==> src/rtl/demux1to2_stream.sv <==
// Per-packet 1:2 byte-stream demultiplexer with one-entry registered output buffers.
// The route is locked on the first beat of a packet and released after its last beat.
module demux1to2_stream #(
    parameter int WIDTH = 8,
    parameter int CNT_W = 16
) (
    input  logic             clk,
    input  logic             rst_n,
    input  logic             in_valid,
    output logic             in_ready,
    input  logic [WIDTH-1:0] in_data,
    input  logic             in_last,
    input  logic             in_sel,
    output logic             y0_valid,
    input  logic             y0_ready,
    output logic [WIDTH-1:0] y0_data,
    output logic             y0_last,
    output logic             y1_valid,
    input  logic             y1_ready,
    output logic [WIDTH-1:0] y1_data,
    output logic             y1_last,
    output logic [CNT_W-1:0] pkt_cnt0,
    output logic [CNT_W-1:0] pkt_cnt1,
    output logic             busy
);

    typedef enum logic [1:0] {
        IDLE   = 2'd0,
        ROUTE0 = 2'd1,
        ROUTE1 = 2'd2
    } state_t;

    state_t             state_r;
    state_t             state_next_s;
    logic               sel_eff_s;
    logic               in_ready_s;
    logic               accept_s;
    logic               load0_s;
    logic               load1_s;
    logic               busy_r;
    logic               y0_valid_r;
    logic [WIDTH-1:0]   y0_data_r;
    logic               y0_last_r;
    logic               y1_valid_r;
    logic [WIDTH-1:0]   y1_data_r;
    logic               y1_last_r;
    logic [CNT_W-1:0]   pkt_cnt0_r;
    logic [CNT_W-1:0]   pkt_cnt1_r;

    // Effective destination: live select only while no packet holds the route
    always_comb begin
        sel_eff_s = in_sel;
        case (state_r)
            IDLE:    sel_eff_s = in_sel;
            ROUTE0:  sel_eff_s = 1'b0;
            ROUTE1:  sel_eff_s = 1'b1;
            default: sel_eff_s = in_sel;
        endcase
    end

    // Ready follows the selected buffer: free now, or being drained this cycle
    always_comb begin
        in_ready_s = 1'b0;
        if (sel_eff_s) begin
            in_ready_s = ~y1_valid_r | y1_ready;
        end else begin
            in_ready_s = ~y0_valid_r | y0_ready;
        end
    end

    assign accept_s = in_valid & in_ready_s;
    assign load0_s  = accept_s & ~sel_eff_s;
    assign load1_s  = accept_s & sel_eff_s;

    // Route-lock next-state logic
    always_comb begin
        state_next_s = state_r;
        case (state_r)
            IDLE: begin
                if (accept_s && !in_last) begin
                    state_next_s = sel_eff_s ? ROUTE1 : ROUTE0;
                end else begin
                    state_next_s = IDLE;
                end
            end
            ROUTE0, ROUTE1: begin
                if (accept_s && in_last) begin
                    state_next_s = IDLE;
                end else begin
                    state_next_s = state_r;
                end
            end
            default: state_next_s = IDLE;
        endcase
    end

    // State register; busy mirrors the registered state
    always_ff @(posedge clk or negedge rst_n) begin
        if (!rst_n) begin
            state_r <= IDLE;
            busy_r  <= 1'b0;
        end else begin
            state_r <= state_next_s;
            busy_r  <= (state_next_s != IDLE);
        end
    end

    // Output buffer 0: load wins over drain so a simultaneous pair keeps valid high
    always_ff @(posedge clk or negedge rst_n) begin
        if (!rst_n) begin
            y0_valid_r <= 1'b0;
            y0_data_r  <= {WIDTH{1'b0}};
            y0_last_r  <= 1'b0;
        end else if (load0_s) begin
            y0_valid_r <= 1'b1;
            y0_data_r  <= in_data;
            y0_last_r  <= in_last;
        end else if (y0_ready) begin
            y0_valid_r <= 1'b0;
        end
    end

    // Output buffer 1, same policy as buffer 0
    always_ff @(posedge clk or negedge rst_n) begin
        if (!rst_n) begin
            y1_valid_r <= 1'b0;
            y1_data_r  <= {WIDTH{1'b0}};
            y1_last_r  <= 1'b0;
        end else if (load1_s) begin
            y1_valid_r <= 1'b1;
            y1_data_r  <= in_data;
            y1_last_r  <= in_last;
        end else if (y1_ready) begin
            y1_valid_r <= 1'b0;
        end
    end

    // Packet counters advance when a last beat is accepted, wrapping naturally
    always_ff @(posedge clk or negedge rst_n) begin
        if (!rst_n) begin
            pkt_cnt0_r <= {CNT_W{1'b0}};
            pkt_cnt1_r <= {CNT_W{1'b0}};
        end else begin
            if (load0_s && in_last) begin
                pkt_cnt0_r <= pkt_cnt0_r + {{(CNT_W-1){1'b0}}, 1'b1};
            end else begin
                pkt_cnt0_r <= pkt_cnt0_r;
            end
            if (load1_s && in_last) begin
                pkt_cnt1_r <= pkt_cnt1_r + {{(CNT_W-1){1'b0}}, 1'b1};
            end else begin
                pkt_cnt1_r <= pkt_cnt1_r;
            end
        end
    end

    assign in_ready = in_ready_s;
    assign y0_valid = y0_valid_r;
    assign y0_data  = y0_data_r;
    assign y0_last  = y0_last_r;
    assign y1_valid = y1_valid_r;
    assign y1_data  = y1_data_r;
    assign y1_last  = y1_last_r;
    assign pkt_cnt0 = pkt_cnt0_r;
    assign pkt_cnt1 = pkt_cnt1_r;
    assign busy     = busy_r;

endmodule

==> config.mk <==
export PLATFORM = sky130hd
export DESIGN_NAME = demux1to2_stream
export DESIGN_NICKNAME = d
export VERILOG_FILES = /design/src/rtl/demux1to2_stream.sv
export SDC_FILE = /design/constraint.sdc
export NUM_CORES = 1
export LEC_CHECK = 0
export BUFFER_PORTS_ARGS = -buffer_cell sky130_fd_sc_hd__buf_4
export CAP_MARGIN = 20
export CORE_UTILIZATION = 40
export CTS_CLUSTER_DIAMETER = 40
export DETAILED_ROUTE_END_ITERATION = 10
export HOLD_SLACK_MARGIN = 0.15
export SYNTH_ARGS = -nofsm -noshare
export SYNTH_HDL_FRONTEND = slang
export SYNTH_SLANG_ARGS = --single-unit
==> constraint.sdc <==
create_clock -name clk -period 6.4 [get_ports clk]
set_input_delay 1.28 -clock clk [delete_from_list [all_inputs] [get_ports clk]]
set_output_delay 1.28 -clock clk [all_outputs]
set_load 0.02 [all_outputs]
==> impl_metrics.yaml <==
outcome:
  status: "completed"
pwr:
  total_leakage_power_nw: 1.544
  finalPower_mw: 1.131
  powerDensity_nw_per_um2: 361.8
  intPower_mw: 0.7114
  pwr-share-comb_pct: 37.9
  p_switching_mw: 0.4196
  switching_share_pct: 37.10
  clkPwrFrac_pct: 16.8
  seq_power_share_pct: 45.2
  ir_worst_vdd_uv: 194.4
job:
  maxCapViolations: 0
synthesis:
  synth-seq-area-share_pct: 56.29
  synth_top_area_cell: "dfrtp_1"
  yosysTopAreaCellShare_pct: 56.29
  syn_nets: 228
  synth.avg_cell_area_um2: 11.75
  synthCells: 208
  ys_seq_elements: 55
  yosysMostFrequentCell: "dfrtp_1"
  ys_top_cells_by_count: "dfrtp_1, xor2_1, mux2_2"
  post_synth_main_area_contributors: "dfrtp_1, mux2_2, xor2_1"
  ys.flop_type: "dfrtp_1"
  synth.yosys.warnings: 0
  ys_types: 30
  synth_edf_count: 0
  syn_area_um2: 2445
  synthArstFlopShare_pct: 100.0
clock_tree:
  htree_levels: 2
  post-cts-setup-buffers: 0
  clk_pin_slew_ns: 0.10
  clock_path_buffers: 2
  cts-resized-gates: 0
  postCtsHoldBufs: 0
  cts_root_buf: "clkbuf_8"
  cts_buffers: 5
  clk_latency_ns: 0.30
  clock_sinks: 55
  cts_tree: "done"
global_route:
  grt_overflow: 0
  grt_use_total_pct: 16.50
  grt_start_max_net_pins: 56
  grt_pass1_vias: 1711
  grt_pass1_wl_um: 8128
  antenna_found_initial: 0
place:
  dpl.hpwl_um: 3392
  gp_congestion: 0.7678
  placed_cells: 347
  io_buffers: 68
critical_path:
  crit_cells: 5
  critPathKind: "input port to primary output"
  cpMaxStageDelayCell: "mux2_2"
  crit_top_cell: "buf_4"
  cp-end-kind: "primary output"
  path_buf_inv: 2
  start_kind: "input port"
  arrival_ns: 2.02
  cp.required_ns: 5.12
  r2r_cells: 6
  crit_path_max_incr_delay_ns: 0.30
  cp_max_fo: 5
  crit_chain: "buf_4, mux2_2, nor2_1, a21oi_1, buf_4"
  critPathTopFamily: "multiplexers"
finish:
  instances_no_fill: 355
  diodes: 0
  multiInputGateArea_um2: 1017
  drive_gt1_share_pct: 35.71
  nets: 299
  regArea_um2: 1376
  nFillCells: 553
  syn2layout_area_growth_pct: 27.84
floorplanning:
  num_io_pins: 69
  core_area_um2: 5921
  die-area_um2: 6429
  start_util_pct: 41.29
  die_w_um: 80.18
  fp.dieH_um: 80.18
  num_rows: 28
routing:
  wl_um: 4789
  routedWlPerCell_um: 13.49
  post-route-drc-count: 0
  vias: 1753
  dr.pass1.iters: 4
  via_per_inst: 4.938
  ant_nets: 0
  drtIter0Drc: 72
sta:
  tightestPinTransition_ns: 0.7970
  final.setup_skew_ns: 0.008779
  grt_setup_unrepaired: "no"
  setup_viol: 0
  final.setup.tns_ns: 0
  slew_headroom_pct: 46.71
  finalHoldViolCount: 0
  period_share_pct: 51.53
  slew_viol_final: 0
  fin_crit_ns: 3.298
  fmax_mhz: 303.2
min_path:
  hp-class: "register to register"
  hold-path-cell-count: 1
[layer usage]
metal  up-vias  part of all wire, %  global-route usage (%)
met5         -                    0                       0
met4         0                 0.86                   4.286
met3         2                  3.9                   3.977
met2        34                   48                   27.52
met1       855                   47                   21.42
li1        862                    -                       -
[registers in the layout (all words and copies together) (netlist names)]
| name | cells |
|---|---|
| busy | 1 |
| pkt_cnt0 | 16 |
| pkt_cnt1 | 16 |
| state_r | 2 |
| y0_data | 8 |
| y0_last | 1 |
| y0_valid | 1 |
| y1_data | 8 |
| y1_last | 1 |
| y1_valid | 1 |
[through the flow]
stage	hold slack, ns	util (%)	area, um2	setup WS (ns)
floorplan	0.5777	-	2445	3.184
global placement	0.4577	51.20	3032	3.091
detailed placement	0.4629	51.20	3032	3.102
CTS	0.4769	52.79	3126	3.100
global route	0.4974	52.79	3126	3.056
finish	0.4706	52.79	3126	3.102
[power by group through the flow]
stage	combinational, mW	sequential, mW	clock (mW)
4_1_cts	0.435	0.513	0.202
3_3_place_gp	0.430	0.519	0
6_report	0.429	0.512	0.190
2_1_floorplan	0.137	0.619	0
3_5_place_dp	0.435	0.519	0
5_1_grt	0.462	0.529	0.215
[cell type report]
type                       count  share of cell area, %
multi-input combinational    140                  32.55
timing repair buffer          68                  16.33
clock buffer                   5                  2.202
inverter                       9                  1.081
tap                           75                  3.002
clock inverter                 3                 0.8006
sequential                    55                  44.04
[worst paths after layout]
check / slack (ns) / start / to
max: 3.10 / in_sel / in_ready
min: 0.47 / pkt_cnt1[15] / pkt_cnt1[15]
max reg2reg: 3.68 / state_r[0] / pkt_cnt0[15]
min reg2reg: 0.47 / pkt_cnt1[15] / pkt_cnt1[15]
max in group asynchronous: 4.93 / rst_n / pkt_cnt0[11]
min in group asynchronous: 1.02 / rst_n / y1_data[4]
[cell families (layout without fill, tap and decap cells)]
logic type               Yosys count  in the layout  synth area share (%)
AO/OA/AOI/OAI                      6              6                 1.638
XOR/XNOR                          30             30                 10.75
adder cells (fa/ha/maj)            5              5                 2.559
buffers and inverters             13             85                 2.098
flip-flops                        55             55                 56.29
multiplexers                      20             20                 9.161
AND/OR/NAND/NOR                   79             79                 17.50
[placed cells by master (no fill, tap or decap)]
cell	instances
clkbuf_8	5
nor2_1	8
a31oi_1	2
and2_1	2
mux2i_1	1
a21oi_1	2
or3_1	1
clkinv_4	2
nor3_2	3
nand3_1	10
or2_2	1
nand3b_1	2
nand2b_1	4
mux2_2	19
o41ai_1	2
inv_1	9
xor2_1	22
and3_1	1
nor4_1	4
or4_1	1
buf_4	68
ha_1	5
and4_1	2
nand2_1	17
nor2b_1	2
dfrtp_1	55
nand4_2	1
nand4_1	6
nor3_1	14
xnor2_1	8
clkinvlp_4	1
Note: power is estimated with default switching activity, not from simulation.
